--- src/rtl/load_extend_unit.sv ---
// rtl/load_extend_unit.sv - load lane select, sign/zero extend, 2-entry output FIFO
//
// Purpose
//    Turns a raw memory read word into a register-file value for lw/lb/lbu/lh/lhu.
//    The byte or halfword lane is picked by the byte offset and then sign- or
//    zero-extended to DATA_WIDTH. Results, with their fault flags, are held in a
//    2-entry FIFO so the MEM/WB consumer can stall without losing beats.
//
// Ports (load_extend_unit)
//    Clk           in   rising-edge clock
//    Reset         in   synchronous, active-high reset
//    in_valid      in   input beat present
//    in_ready      out  unit can accept a beat (depends on fill level only)
//    in_data       in   raw memory read word
//    in_offset     in   byte offset, address[OFF_W-1:0]
//    in_mode       in   000 word, 001 byte s, 010 byte u, 011 half s, 100 half u
//    out_valid     out  head entry present
//    out_ready     in   consumer accepts head entry
//    out_data      out  extended result of head entry
//    out_misalign  out  half with offset[0]=1, or word with nonzero offset
//    out_badmode   out  mode 101..111; data passed through as a word

// Lane select and extension. Purely combinational; the result is registered
// by the FIFO, so nothing from in_* reaches out_* in the same cycle.
module load_extend_extract #(
   parameter int DATA_WIDTH = 32,
   parameter int OFF_W      = 2
) (
   input  logic [DATA_WIDTH-1:0] data,
   input  logic [OFF_W-1:0]      offset,
   input  logic [2:0]            mode,
   output logic [DATA_WIDTH-1:0] ext_data,
   output logic                  misalign,
   output logic                  badmode
);

   localparam int NUM_BYTES = DATA_WIDTH / 8;
   localparam int NUM_HALVES = DATA_WIDTH / 16;

   localparam logic [2:0] MODE_WORD   = 3'b000;
   localparam logic [2:0] MODE_BYTE_S = 3'b001;
   localparam logic [2:0] MODE_BYTE_U = 3'b010;
   localparam logic [2:0] MODE_HALF_S = 3'b011;
   localparam logic [2:0] MODE_HALF_U = 3'b100;

   logic [7:0]       byte_lane;
   logic [15:0]      half_lane;
   logic [OFF_W-1:0] half_idx;

   // The low offset bit is ignored for halfword selection; shifting it out
   // also keeps this legal when OFF_W is 1.
   assign half_idx = offset >> 1;

   always_comb begin
      byte_lane = 8'h00;
      for (int i = 0; i < NUM_BYTES; i++) begin
         if (offset == OFF_W'(i)) begin
            byte_lane = data[8*i +: 8];
         end
      end
   end

   always_comb begin
      half_lane = 16'h0000;
      for (int i = 0; i < NUM_HALVES; i++) begin
         if (half_idx == OFF_W'(i)) begin
            half_lane = data[16*i +: 16];
         end
      end
   end

   always_comb begin
      ext_data = data;
      misalign = 1'b0;
      badmode  = 1'b0;
      case (mode)
         MODE_WORD: begin
            ext_data = data;
            misalign = (offset != '0);
         end
         MODE_BYTE_S: ext_data = {{(DATA_WIDTH-8){byte_lane[7]}}, byte_lane};
         MODE_BYTE_U: ext_data = {{(DATA_WIDTH-8){1'b0}}, byte_lane};
         MODE_HALF_S: begin
            ext_data = {{(DATA_WIDTH-16){half_lane[15]}}, half_lane};
            misalign = offset[0];
         end
         MODE_HALF_U: begin
            ext_data = {{(DATA_WIDTH-16){1'b0}}, half_lane};
            misalign = offset[0];
         end
         default: begin
            // Unknown encodings behave like a word load but never flag misalign.
            ext_data = data;
            badmode  = 1'b1;
         end
      endcase
   end

endmodule

// Two-entry FIFO: a head register that drives the outputs directly and a
// tail register that only fills while the head is stalled.
module load_extend_fifo #(
   parameter int WIDTH = 34
) (
   input  logic             Clk,
   input  logic             Reset,
   input  logic             wr_valid,
   output logic             wr_ready,
   input  logic [WIDTH-1:0] wr_data,
   output logic             rd_valid,
   input  logic             rd_ready,
   output logic [WIDTH-1:0] rd_data
);

   logic [1:0]       count;
   logic [WIDTH-1:0] head;
   logic [WIDTH-1:0] tail;
   logic             push;
   logic             pop;

   // Ready looks at the fill level only, so a stalled consumer never forms
   // a combinational loop back into the producer.
   assign wr_ready = (count != 2'd2);
   assign rd_valid = (count != 2'd0);
   assign rd_data  = head;
   assign push     = wr_valid & wr_ready;
   assign pop      = rd_valid & rd_ready;

   always_ff @(posedge Clk) begin
      if (Reset) begin
         count <= 2'd0;
         head  <= '0;
         tail  <= '0;
      end else begin
         case ({push, pop})
            2'b10: begin
               if (count == 2'd0) begin
                  head <= wr_data;
               end else begin
                  tail <= wr_data;
               end
               count <= count + 2'd1;
            end
            2'b01: begin
               if (count == 2'd2) begin
                  head <= tail;
               end
               count <= count - 2'd1;
            end
            2'b11: begin
               // Only reachable with one entry: the new beat replaces the
               // departing head and the level stays at one.
               head <= wr_data;
            end
            default: ;
         endcase
      end
   end

endmodule

module load_extend_unit #(
   parameter int DATA_WIDTH = 32,
   parameter int OFF_W      = 2
) (
   input  logic                  Clk,
   input  logic                  Reset,
   input  logic                  in_valid,
   output logic                  in_ready,
   input  logic [DATA_WIDTH-1:0] in_data,
   input  logic [OFF_W-1:0]      in_offset,
   input  logic [2:0]            in_mode,
   output logic                  out_valid,
   input  logic                  out_ready,
   output logic [DATA_WIDTH-1:0] out_data,
   output logic                  out_misalign,
   output logic                  out_badmode
);

   localparam int ENTRY_W = DATA_WIDTH + 2;

   logic [DATA_WIDTH-1:0] ext_data;
   logic                  ext_misalign;
   logic                  ext_badmode;
   logic [ENTRY_W-1:0]    head_entry;

   load_extend_extract #(
      .DATA_WIDTH(DATA_WIDTH),
      .OFF_W     (OFF_W)
   ) u_extract (
      .data    (in_data),
      .offset  (in_offset),
      .mode    (in_mode),
      .ext_data(ext_data),
      .misalign(ext_misalign),
      .badmode (ext_badmode)
   );

   // Flags travel with their beat so they always describe the head entry.
   load_extend_fifo #(
      .WIDTH(ENTRY_W)
   ) u_fifo (
      .Clk     (Clk),
      .Reset   (Reset),
      .wr_valid(in_valid),
      .wr_ready(in_ready),
      .wr_data ({ext_badmode, ext_misalign, ext_data}),
      .rd_valid(out_valid),
      .rd_ready(out_ready),
      .rd_data (head_entry)
   );

   assign out_data     = head_entry[DATA_WIDTH-1:0];
   assign out_misalign = head_entry[DATA_WIDTH];
   assign out_badmode  = head_entry[DATA_WIDTH+1];

endmodule

--- config.mk ---
export PLATFORM = sky130hd
export DESIGN_NAME = load_extend_unit
export DESIGN_NICKNAME = d
export VERILOG_FILES = /design/src/rtl/load_extend_unit.sv
export SDC_FILE = /design/constraint.sdc
export NUM_CORES = 1
export LEC_CHECK = 0
export ABC_AREA = 1
export CORE_ASPECT_RATIO = 0.7
export CORE_MARGIN = 5
export CORE_UTILIZATION = 50
export DETAILED_ROUTE_END_ITERATION = 6
export DONT_BUFFER_PORTS = 1
export GPL_ROUTABILITY_DRIVEN = 0
export PLACE_DENSITY = 0.72
export SETUP_SLACK_MARGIN = 0.05
export SLEW_MARGIN = 15
export SYNTH_ARGS = -nofsm -noshare
export SYNTH_HDL_FRONTEND = slang
export SYNTH_SLANG_ARGS = --single-unit
export TNS_END_PERCENT = 5
--- constraint.sdc ---
create_clock -name Clk -period 2.4 [get_ports Clk]
set_clock_uncertainty 0.1 [all_clocks]
set_input_delay 0.48 -clock Clk [delete_from_list [all_inputs] [get_ports Clk]]
set_output_delay 0.48 -clock Clk [all_outputs]
set_load 0.02 [all_outputs]
Yosys cells after proc, flatten, opt, wreduce, memory -nomap -nowiden

Cells that the tools add are included.

$add $sub $neg: 2
Equality and inequality tests: 14
Multiplexer cells: 13
Bitwise logic cells: 3
Reductions and logical operators: 12

Operators by type and width:

| cell                                                                   | count |
|---|---|
| 32-bit one-hot mux with 4 select lines                                 | 1 |
| 34-bit one-hot mux with 3 select lines                                 | 1 |
| 34-bit two-way mux                                                     | 2 |
| 16-bit two-way mux                                                     | 2 |
| 8-bit two-way mux                                                      | 4 |
| 2-bit equality test (second input constant)                            | 5 |
| 3-bit by 2-bit equality test with 1-bit output (second input constant) | 2 |
| 2-bit zero test                                                        | 3 |
| 2-bit nonzero test                                                     | 3 |
| 5-bit OR reduction                                                     | 1 |
| 2-bit by 1-bit equality test with 1-bit output (second input constant) | 2 |
| 2-bit by 1-bit != test with 1-bit output (second input constant)       | 2 |
| 2-bit one-hot mux with 2 select lines                                  | 1 |
| 3-bit by 1-bit equality test with 1-bit output (second input constant) | 1 |
| 3-bit equality test (second input constant)                            | 1 |
| 3-bit zero test                                                        | 1 |
| 3-bit AND reduction                                                    | 1 |
| 3-bit nonzero test                                                     | 1 |
| 2-bit by 1-bit adder with 2-bit output (second input constant)         | 1 |
| 1-bit bitwise AND                                                      | 2 |
| 2-bit != test (second input constant)                                  | 1 |
| 1-bit one-hot mux with 2 select lines                                  | 1 |
| 2-bit AND reduction                                                    | 1 |
| 2-bit OR reduction                                                     | 1 |
| other kinds (3)                                                        | 3 |

Flip-flop bits (word level): 70
Bits of input ports: 41
Output and inout bits: 36
Logic and storage cells: 47

Longest topological paths before layout

Gate-level depths: netlist of run 1.

Word-level depth: 8
Depth in mapped cells: 13
Gate-level depth less buffers: 12

Modules after synthesis

Synthesis of run 1 repeated with hierarchy kept, for this count alone.

Cells, all modules: 728
Area total of the unflattened synthesis: 4367.9 sq um

Modules (own cells, without submodules):

| module              | instances | cells each | area each (sq um) |
|---|---|---|---|
| load_extend_fifo    | 1         | 537        | 3440.8 |
| load_extend_extract | 1         | 191        | 927.1 |

Worst setup path before layout of run 1

Ideal clock, no wire load.

Path kind: reg2reg
Start point: reg u_fifo.count[1]
End point: reg u_fifo.head[18], in the netlist u_fifo.rd_data[18]
Data arrival time: 1.894 ns
Required time: 2.181 ns
Path slack: 0.286 ns
Cell stages (with the launch flop): 13
Path buffers: 2
Period minus slack after synthesis: 2.114 ns
Cell sequence: dfxtp_1 -> or2_1 -> nand2_1 -> inv_1 -> ha_1 -> buf_2 -> inv_2 -> a21oi_1 -> nor2_1 -> nand2_2 -> buf_1 -> a21oi_1 -> a21oi_1

Word-level cells in the longest chain between the ends: 5

RTL lines:

| item                                                                                            | line | text |
|---|---|---|
| start: declaration                                                                              | 116  | `logic [1:0] count;` |
| start signal: assignment                                                                        | 143  | `count <= count + 2'd1;` |
| start signal: assignment                                                                        | 149  | `count <= count - 2'd1;` |
| 2-bit nonzero test *                                                                            | 125  | `assign rd_valid = (count != 2'd0);` |
| named net out_valid                                                                             | 174  | `output logic out_valid,` |
| 1-bit bitwise AND *                                                                             | 128  | `assign pop = rd_valid & rd_ready;` |
| 2-bit by 1-bit equality test with 1-bit output / 2-bit equality test (equally long branches)    | 136  | `case ({push, pop})` |
| 2-bit by 1-bit != test with 1-bit output (no line) / 3-bit nonzero test (equally long branches) | --   |  |
| 3-bit AND reduction (no line)                                                                   | --   |  |
| end signal: assignment                                                                          | 139  | `head <= wr_data;` |
| end signal: assignment                                                                          | 147  | `head <= tail;` |
| end signal: assignment                                                                          | 154  | `head <= wr_data;` |
| end: declaration                                                                                | 117  | `logic [WIDTH-1:0] head;` |

The timed path passes the listed nets; every way through them passes the cells marked *.
A chain may end at the register's enable or synchronous reset.

Worst setup path after layout of run 1

Start point: reg u_fifo.count[1]
End point: reg u_fifo.count[1]

Word-level cells in the longest chain between the ends: 4

RTL lines:

| item                                                                                         | line |
|---|---|
| 2-bit nonzero test *                                                                         | 125 |
| named net out_valid                                                                          | 174 |
| 1-bit bitwise AND *                                                                          | 128 |
| 2-bit by 1-bit equality test with 1-bit output / 2-bit equality test (equally long branches) | 136 |
| 2-bit one-hot mux with 2 select lines / 2-bit nonzero test (equally long branches)           | -- |

Marks and branches as above.

==> flow_results.xml, run 1 <==
<?xml version="1.0" encoding="UTF-8"?>
<metrics>
  <group name="run_status">
    <metric name="run_status" unit="">finished clean</metric>
  </group>
  <group name="cts">
    <metric name="cts_setup_buffers" unit="">0</metric>
    <metric name="h_tree_lvl_count" unit="">3</metric>
    <metric name="cts_buffer_depth" unit="">2</metric>
    <metric name="clkLatencyLatePin" unit="ps">350</metric>
    <metric name="cts_tree" unit="">done</metric>
    <metric name="cts_hold_buffers" unit="">0</metric>
    <metric name="clk_root_buffer_cell" unit="">sky130_fd_sc_hd__clkbuf_8</metric>
    <metric name="cts_buffers" unit="">9</metric>
    <metric name="tritoncts_num_sinks" unit="">70</metric>
    <metric name="cts.reportedPaths.clkPinSlew" unit="ps">80</metric>
  </group>
  <group name="place">
    <metric name="placed_area" unit="sq um">3610</metric>
    <metric name="placed_cells_incl_taps" unit="">621</metric>
    <metric name="pre_cts_ws" unit="ps">83.17</metric>
    <metric name="dp_hpwl" unit="um">7043</metric>
    <metric name="port-buffer-count" unit="">0</metric>
  </group>
  <group name="setup_path">
    <metric name="cp_max_fo" unit="">35</metric>
    <metric name="worst_setup_path_start_kind" unit="">register</metric>
    <metric name="critical_path_arrival" unit="ps">2320</metric>
    <metric name="reg2reg_to" unit="">u_fifo.count[1]</metric>
    <metric name="worstRegToRegCells" unit="">10</metric>
    <metric name="critical_path.reg2reg.startpoint" unit="">u_fifo.count[1]</metric>
    <metric name="crit_path_end_kind" unit="">register</metric>
    <metric name="worstPathRequired" unit="ps">2590</metric>
    <metric name="timing_worst_setup_path_type" unit="">register to register</metric>
    <metric name="r2r_setup_slack" unit="ps">270</metric>
  </group>
  <group name="layout">
    <metric name="post_route_cells_drive_above_1_share" unit="%">7.182</metric>
    <metric name="final_cell_count_no_fill" unit="">637</metric>
    <metric name="stdcell_area" unit="sq um">3839</metric>
    <metric name="layout.nets" unit="">582</metric>
    <metric name="antennaDiodeCount" unit="">0</metric>
    <metric name="area.growth.synth_to_final" unit="%">7.687</metric>
    <metric name="utilization" unit="%">56.04</metric>
  </group>
  <group name="floorplan">
    <metric name="die_x" unit="um">110.9</metric>
    <metric name="placementRows" unit="">25</metric>
    <metric name="start_util" unit="%">52.04</metric>
    <metric name="dieArea" unit="sq um">8945</metric>
    <metric name="dieHeight" unit="um">80.65</metric>
    <metric name="floorplan.io_pins" unit="">77</metric>
    <metric name="core_region_area" unit="sq um">6850</metric>
  </group>
  <group name="routing">
    <metric name="post-route-drc-count" unit="">0</metric>
    <metric name="viasPerCell" unit="">5.725</metric>
    <metric name="dr_wl_met3" unit="um">963</metric>
    <metric name="wl_per_cell" unit="um">16.23</metric>
    <metric name="drtAntennaViolNets" unit="">0</metric>
    <metric name="routed_wirelength" unit="um">10340</metric>
    <metric name="met1_length" unit="um">4527</metric>
    <metric name="dr_wl_met2" unit="um">4728</metric>
    <metric name="dr.pass1.iters" unit="">5</metric>
    <metric name="vias" unit="">3647</metric>
    <metric name="drt_iter0_drc" unit="">262</metric>
    <metric name="top_signal_layer_used" unit="">met4</metric>
  </group>
  <group name="timing">
    <metric name="max_freq" unit="MHz">468.8</metric>
    <metric name="final_critical_path_setup_slack" unit="ps">266.8</metric>
    <metric name="worst-slew-pin-transition" unit="ps">674.4</metric>
    <metric name="timing.hold.ws" unit="ps">86.31</metric>
    <metric name="timing.final.crit_period" unit="ps">2133</metric>
    <metric name="report.final.hold_viol_count" unit="">0</metric>
    <metric name="maxSlewHeadroom" unit="%">54.93</metric>
    <metric name="timing.setup.tns" unit="ps">0</metric>
    <metric name="report.final.setup_viol" unit="">0</metric>
    <metric name="slew_violations" unit="">0</metric>
    <metric name="finalCritPeriodShare" unit="%">88.88</metric>
    <metric name="grt_setup_unrepaired" unit="">false</metric>
  </group>
  <group name="synth">
    <metric name="synth_area_per_cell" unit="sq um">6.458</metric>
    <metric name="ys_ff_latch" unit="">70</metric>
    <metric name="total_nets_after_synthesis" unit="">596</metric>
    <metric name="count_of_mapped_cells_out_of_synthesis" unit="">552</metric>
    <metric name="synthDistinctLibCells" unit="">24</metric>
    <metric name="mappedNetlistArea" unit="sq um">3565</metric>
    <metric name="synth.yosys.warnings" unit="">0</metric>
    <metric name="seq_area_frac_synth" unit="%">39.31</metric>
  </group>
  <group name="power_and_ir_drop">
    <metric name="power.ir.vdd_worst" unit="uV">953.4</metric>
    <metric name="lkg_pwr" unit="nW">1.777</metric>
    <metric name="pwr_density_cell" unit="nW/um^2">1247</metric>
    <metric name="design_power_total" unit="mW">4.785</metric>
  </group>
  <group name="grt">
    <metric name="grt_antenna_before_repair" unit="">0</metric>
    <metric name="grt_max_degree" unit="">37</metric>
    <metric name="global_route.overflow_total" unit="">0</metric>
    <metric name="first_global_vias" unit="">3228</metric>
    <metric name="globalRouteTotalUtil" unit="%">22.94</metric>
    <metric name="grt_first_pass_wirelength" unit="um">16390</metric>
  </group>
  <group name="hold_path">
    <metric name="whs_path_depth" unit="">1</metric>
    <metric name="hold_path_startpoint" unit="">Reset</metric>
    <metric name="min_path_type" unit="">primary input to register</metric>
    <metric name="hold_path_end" unit="">u_fifo.count[0]</metric>
  </group>
  <group name="job">
    <metric name="cap_viol_max_count" unit="">0</metric>
  </group>
</metrics>
worst max path at each step:
stage	from	to	slack (ps)	cells after the start
2_1_floorplan	u_fifo.count[1]	u_fifo.rd_data[18]	290	12
3_3_place_gp	u_fifo.count[1]	u_fifo.rd_data[16]	110	11
3_5_place_dp	u_fifo.count[1]	u_fifo.rd_data[16]	80	11
4_1_cts	u_fifo.count[1]	u_fifo.rd_data[16]	50	11
5_1_grt	u_fifo.count[1]	u_fifo.count[1]	120	10
6_report	u_fifo.count[1]	u_fifo.count[1]	270	10
final cells by class:
| type | instances | area, sq um |
|---|---|---|
| Fill cell | 645 | 3012 |
| Multi-Input combinational cell | 427 | 1923 |
| Sequential cell | 70 | 1401 |
| Clock buffer | 9 | 123.9 |
| Tap cell | 94 | 117.6 |
| Timing Repair Buffer | 12 | 102.6 |
| Clock inverter | 7 | 97.59 |
| Inverter | 18 | 72.57 |
routing by layer:
metal  up-vias  GRT usage, %
met2       155         36.80
met3        13         7.831
met5         -             0
met1      1683         29.39
li1       1796             -
met4         0         6.765
registers in the layout, summed over array words and instances, names as in the netlist:
name / count
u_fifo.count: 2
u_fifo.rd_data: 34
u_fifo.tail: 34
synthesized netlist by cell type, drive strengths merged:
cell type	n	area (sq um)
nand2	146	555.5
nor2	73	291.5
buf	22	117.6
a21oi	72	360.4
inv	18	67.56
dfxtp	70	1401
nand3	59	295.3
ha	3	37.54
o21ai	68	340.3
nand4	1	6.260
or2	1	6.260
o21a	1	7.510
xnor2	1	8.760
nor3	1	5.000
clkbuf	15	57.55
o22ai	1	6.260
cells in the final DEF (no fill, tap or decap):
master	count
sky130_fd_sc_hd__nand2_1	143
sky130_fd_sc_hd__a21oi_1	72
sky130_fd_sc_hd__nor2_1	70
sky130_fd_sc_hd__dfxtp_1	70
sky130_fd_sc_hd__o21ai_0	68
sky130_fd_sc_hd__nand3_1	59
sky130_fd_sc_hd__inv_1	14
sky130_fd_sc_hd__buf_4	11
sky130_fd_sc_hd__clkbuf_8	9
sky130_fd_sc_hd__nand2_2	3
sky130_fd_sc_hd__inv_2	3
sky130_fd_sc_hd__ha_1	3
sky130_fd_sc_hd__nor2_4	2
sky130_fd_sc_hd__inv_6	2
sky130_fd_sc_hd__bufinv_16	2
sky130_fd_sc_hd__clkinvlp_4	2
sky130_fd_sc_hd__or2_4	1
sky130_fd_sc_hd__nor2_2	1
sky130_fd_sc_hd__nor3_1	1
sky130_fd_sc_hd__o22ai_1	1
sky130_fd_sc_hd__nand4_1	1
sky130_fd_sc_hd__xnor2_1	1
sky130_fd_sc_hd__o21a_1	1
sky130_fd_sc_hd__clkinv_4	1
sky130_fd_sc_hd__clkinv_2	1
sky130_fd_sc_hd__buf_12	1
logic make-up after synthesis:
group / share of synthesized area, %
AO/OA/AOI/OAI: 20.04
XOR/XNOR: 0.2457
adder cells (fa/ha/maj): 1.053
buffers and inverters: 6.809
flip-flops: 39.31
AND/OR/NAND/NOR: 32.54
what timing repair did:
| item | CTS | global route |
|---|---|---|
| gates resized for setup | 0 | 4 |
| endpoints found under the hold margin | 0 | 0 |
| setup endpoints to repair | 0 | 52 |
worst max-delay path: stages (launching register included):
cell	delay (ps)
sky130_fd_sc_hd__dfxtp_1	350
sky130_fd_sc_hd__or2_4	300
sky130_fd_sc_hd__nand2_1	110
sky130_fd_sc_hd__inv_1	50
sky130_fd_sc_hd__ha_1	210
sky130_fd_sc_hd__inv_2	60
sky130_fd_sc_hd__buf_4	350
sky130_fd_sc_hd__o21ai_0	130
sky130_fd_sc_hd__a21oi_1	170
sky130_fd_sc_hd__o21ai_0	100
sky130_fd_sc_hd__a21oi_1	120
report_power, final:
part | leakage [nW] | total [mW] | internal (mW) | switching, mW
Clock | 0.106 | 1.06 | 0.588 | 0.474
Combinational | 1.10 | 1.59 | 0.534 | 1.06
Sequential | 0.577 | 2.13 | 1.60 | 0.534
Note: power is estimated with default switching activity, not from simulation.
==> inputs of run 2 (changes only) <==
ABC_AREA = default   (was 1)
==> flow_results.xml, run 2 <==
<?xml version="1.0" encoding="UTF-8"?>
<metrics>
  <group name="setup_path">
    <metric name="critical_path_arrival" unit="ps">2490</metric>
    <metric name="timing_worst_setup_path_type" unit="">register to register</metric>
    <metric name="cp_max_fo" unit="">8</metric>
    <metric name="worstPathRequired" unit="ps">2530</metric>
    <metric name="worst_setup_path_start_kind" unit="">register</metric>
    <metric name="critical_path.reg2reg.startpoint" unit="">u_fifo.count[0]</metric>
    <metric name="crit_path_end_kind" unit="">register</metric>
    <metric name="worstSetupStartpoint" unit="">u_fifo.count[0]</metric>
  </group>
  <group name="grt">
    <metric name="first_global_vias" unit="">3245</metric>
    <metric name="global_route.overflow_total" unit="">0</metric>
    <metric name="grt_first_pass_wirelength" unit="um">16840</metric>
    <metric name="globalRouteTotalUtil" unit="%">22.99</metric>
    <metric name="grt_antenna_before_repair" unit="">0</metric>
    <metric name="grt_max_degree" unit="">79</metric>
  </group>
  <group name="floorplan">
    <metric name="floorplan.io_pins" unit="">77</metric>
    <metric name="dieArea" unit="sq um">9407</metric>
    <metric name="start_util" unit="%">51.52</metric>
    <metric name="placementRows" unit="">26</metric>
    <metric name="core_region_area" unit="sq um">7320</metric>
    <metric name="dieHeight" unit="um">82.66</metric>
    <metric name="die_x" unit="um">113.8</metric>
  </group>
  <group name="cts">
    <metric name="cts.reportedPaths.clkPinSlew" unit="ps">80</metric>
    <metric name="cts_tree" unit="">done</metric>
    <metric name="cts_buffers" unit="">9</metric>
    <metric name="tritoncts_num_sinks" unit="">70</metric>
    <metric name="h_tree_lvl_count" unit="">3</metric>
    <metric name="clkLatencyLatePin" unit="ps">360</metric>
    <metric name="cts_buffer_depth" unit="">2</metric>
    <metric name="clk_root_buffer_cell" unit="">sky130_fd_sc_hd__clkbuf_8</metric>
    <metric name="cts_hold_buffers" unit="">0</metric>
  </group>
  <group name="layout">
    <metric name="layout_commonest_cell" unit="">sky130_fd_sc_hd__nor2_1</metric>
    <metric name="post_route_cells_drive_above_1_share" unit="%">19.15</metric>
    <metric name="layout.nets" unit="">488</metric>
    <metric name="area.growth.synth_to_final" unit="%">15.76</metric>
    <metric name="final_cell_count_no_fill" unit="">547</metric>
    <metric name="antennaDiodeCount" unit="">0</metric>
    <metric name="layout_common_cells" unit="">sky130_fd_sc_hd__nor2_1 (84), sky130_fd_sc_hd__dfxtp_1 (68), sky130_fd_sc_hd__a211oi_1 (38)</metric>
  </group>
  <group name="routing">
    <metric name="vias" unit="">3448</metric>
    <metric name="drt_iter0_drc" unit="">297</metric>
    <metric name="dr.pass1.iters" unit="">5</metric>
    <metric name="met1_length" unit="um">4992</metric>
    <metric name="routed_wirelength" unit="um">11050</metric>
    <metric name="top_signal_layer_used" unit="">met4</metric>
    <metric name="viasPerCell" unit="">6.303</metric>
    <metric name="dr_wl_met2" unit="um">4635</metric>
    <metric name="post-route-drc-count" unit="">0</metric>
    <metric name="wl_per_cell" unit="um">20.20</metric>
    <metric name="drtAntennaViolNets" unit="">0</metric>
    <metric name="dr_wl_met3" unit="um">1102</metric>
  </group>
  <group name="synth">
    <metric name="synth-edff-count" unit="">0</metric>
    <metric name="synthDistinctLibCells" unit="">51</metric>
    <metric name="ys.flop_type" unit="">sky130_fd_sc_hd__dfxtp_1</metric>
    <metric name="total_nets_after_synthesis" unit="">488</metric>
    <metric name="synth_largest_area_cell" unit="">sky130_fd_sc_hd__dfxtp_1</metric>
    <metric name="mappedNetlistArea" unit="sq um">3771</metric>
    <metric name="async_reset_ff_share" unit="%">0</metric>
    <metric name="synth.top_cell.area_share" unit="%">37.16</metric>
    <metric name="synth_top_cells_by_area" unit="">sky130_fd_sc_hd__dfxtp_1 (37%), sky130_fd_sc_hd__nor2_1 (8.4%), sky130_fd_sc_hd__a211oi_1 (7.8%)</metric>
    <metric name="most_frequently_used_cell_type_in_the_post_synthesis_netlist" unit="">sky130_fd_sc_hd__nor2_1</metric>
    <metric name="synthTopCellsByCount" unit="">sky130_fd_sc_hd__nor2_1 (84), sky130_fd_sc_hd__dfxtp_1 (70), sky130_fd_sc_hd__a211oi_1 (39)</metric>
    <metric name="seq_area_frac_synth" unit="%">37.16</metric>
    <metric name="synth.yosys.warnings" unit="">0</metric>
    <metric name="ys_ff_latch" unit="">70</metric>
    <metric name="count_of_mapped_cells_out_of_synthesis" unit="">444</metric>
    <metric name="synth_area_per_cell" unit="sq um">8.494</metric>
  </group>
  <group name="timing">
    <metric name="max_freq" unit="MHz">424.6</metric>
    <metric name="finalCritPeriodShare" unit="%">98.14</metric>
    <metric name="timing.final.crit_period" unit="ps">2355</metric>
    <metric name="worst-slew-pin-transition" unit="ps">974.8</metric>
    <metric name="maxSlewHeadroom" unit="%">33.98</metric>
    <metric name="report.final.hold_viol_count" unit="">0</metric>
    <metric name="slew_violations" unit="">0</metric>
    <metric name="grt_setup_unrepaired" unit="">true</metric>
    <metric name="report.final.setup_viol" unit="">0</metric>
    <metric name="final_critical_path_setup_slack" unit="ps">44.59</metric>
  </group>
  <group name="power_and_ir_drop">
    <metric name="power.ir.vdd_worst" unit="uV">596.3</metric>
    <metric name="lkg_pwr" unit="nW">1.620</metric>
    <metric name="pwr_density_cell" unit="nW/um^2">1205</metric>
  </group>
  <group name="place">
    <metric name="dp_hpwl" unit="um">7290</metric>
    <metric name="pre_cts_ws" unit="ps">14.35</metric>
    <metric name="port-buffer-count" unit="">0</metric>
    <metric name="placed_cells_incl_taps" unit="">520</metric>
  </group>
  <group name="hold_path">
    <metric name="hold_path_startpoint" unit="">Reset</metric>
    <metric name="min_path_type" unit="">primary input to register</metric>
  </group>
  <group name="job">
    <metric name="cap_viol_max_count" unit="">0</metric>
  </group>
  <group name="run_status">
    <metric name="run_status" unit="">finished clean</metric>
  </group>
</metrics>
[run 2: final cells by class]
type	count	area [sq um]
repair buffers	32	337.8
well taps	98	122.6
fillers	654	2954
clock buffers	10	127.6
inverters	3	11.26
clock inverters	6	86.33
flip-flops and latches	70	1406
multi-input cells	328	2273
[run 2: metrics by stage]
step                util, %  instance area, sq um  total power [mW]  hold WS (ps)  setup TNS [ps]
floorplan                 -                  3807             3.326         336.7               0
global placement      53.15                  3890             3.665         353.9               0
detailed placement    53.15                  3890             3.723         368.0               0
CTS                   56.32                  4123             4.815         80.14               0
global route          59.64                  4365             5.559         68.90          -91.75
finish                59.64                  4365             5.261         91.98               0
[run 2: final timing paths]
| check | end | slack (ps) | cells past startpoint |
|---|---|---|---|
| setup / recovery | u_fifo.rd_data[16] | 40 | 10 |
| hold / removal | u_fifo.rd_data[32] | 90 | 1 |
| setup reg to reg | u_fifo.rd_data[16] | 40 | 10 |
| hold reg to reg | u_fifo.tail[33] | 380 | 2 |
[run 2: power breakdown]
group          leakage, nW  total, mW  internal, mW  switching, mW
Clock                0.106       1.05         0.583          0.462
Combinational        0.938       2.16          1.04           1.12
Sequential           0.576       2.06          1.57          0.492
[run 2: metal layers]
metal,global-route usage [%],up-vias
met5,0,-
li1,-,1634
met3,9.832,27
met2,33.73,132
met4,9.846,0
met1,29.67,1655
[run 2: critical path, cell delays in order (launching register included)]
cell                        delay (ps)
sky130_fd_sc_hd__dfxtp_4           370
sky130_fd_sc_hd__or2_4             240
sky130_fd_sc_hd__nand2_4            60
sky130_fd_sc_hd__inv_2              40
sky130_fd_sc_hd__ha_4              160
sky130_fd_sc_hd__buf_4             140
sky130_fd_sc_hd__or3_4             390
sky130_fd_sc_hd__buf_6             130
sky130_fd_sc_hd__a211oi_4          280
sky130_fd_sc_hd__clkbuf_16         240
sky130_fd_sc_hd__a2111oi_2          70
[run 2: logic make-up (layout without fill, tap and decap cells)]
family / Yosys count / after routing / share of synthesized area [%]
AOI/OAI and AO/OA: 122 / 122 / 24.15
xor gates and xnor gates: 5 / 5 / 1.161
and+or+nand+nor: 176 / 176 / 22.79
buffers and inverters: 46 / 51 / 5.773
DFF: 70 / 70 / 37.16
adders and majority gates: 3 / 3 / 0.9955
muxes: 22 / 22 / 7.963
[run 2: timing repair]
item | in CTS | in global routing
resized for setup | 8 | 30
setup endpoints to repair | 17 | 23
cloned | 0 | 4
pin swaps | 2 | 12
buffers inserted | 0 | 7
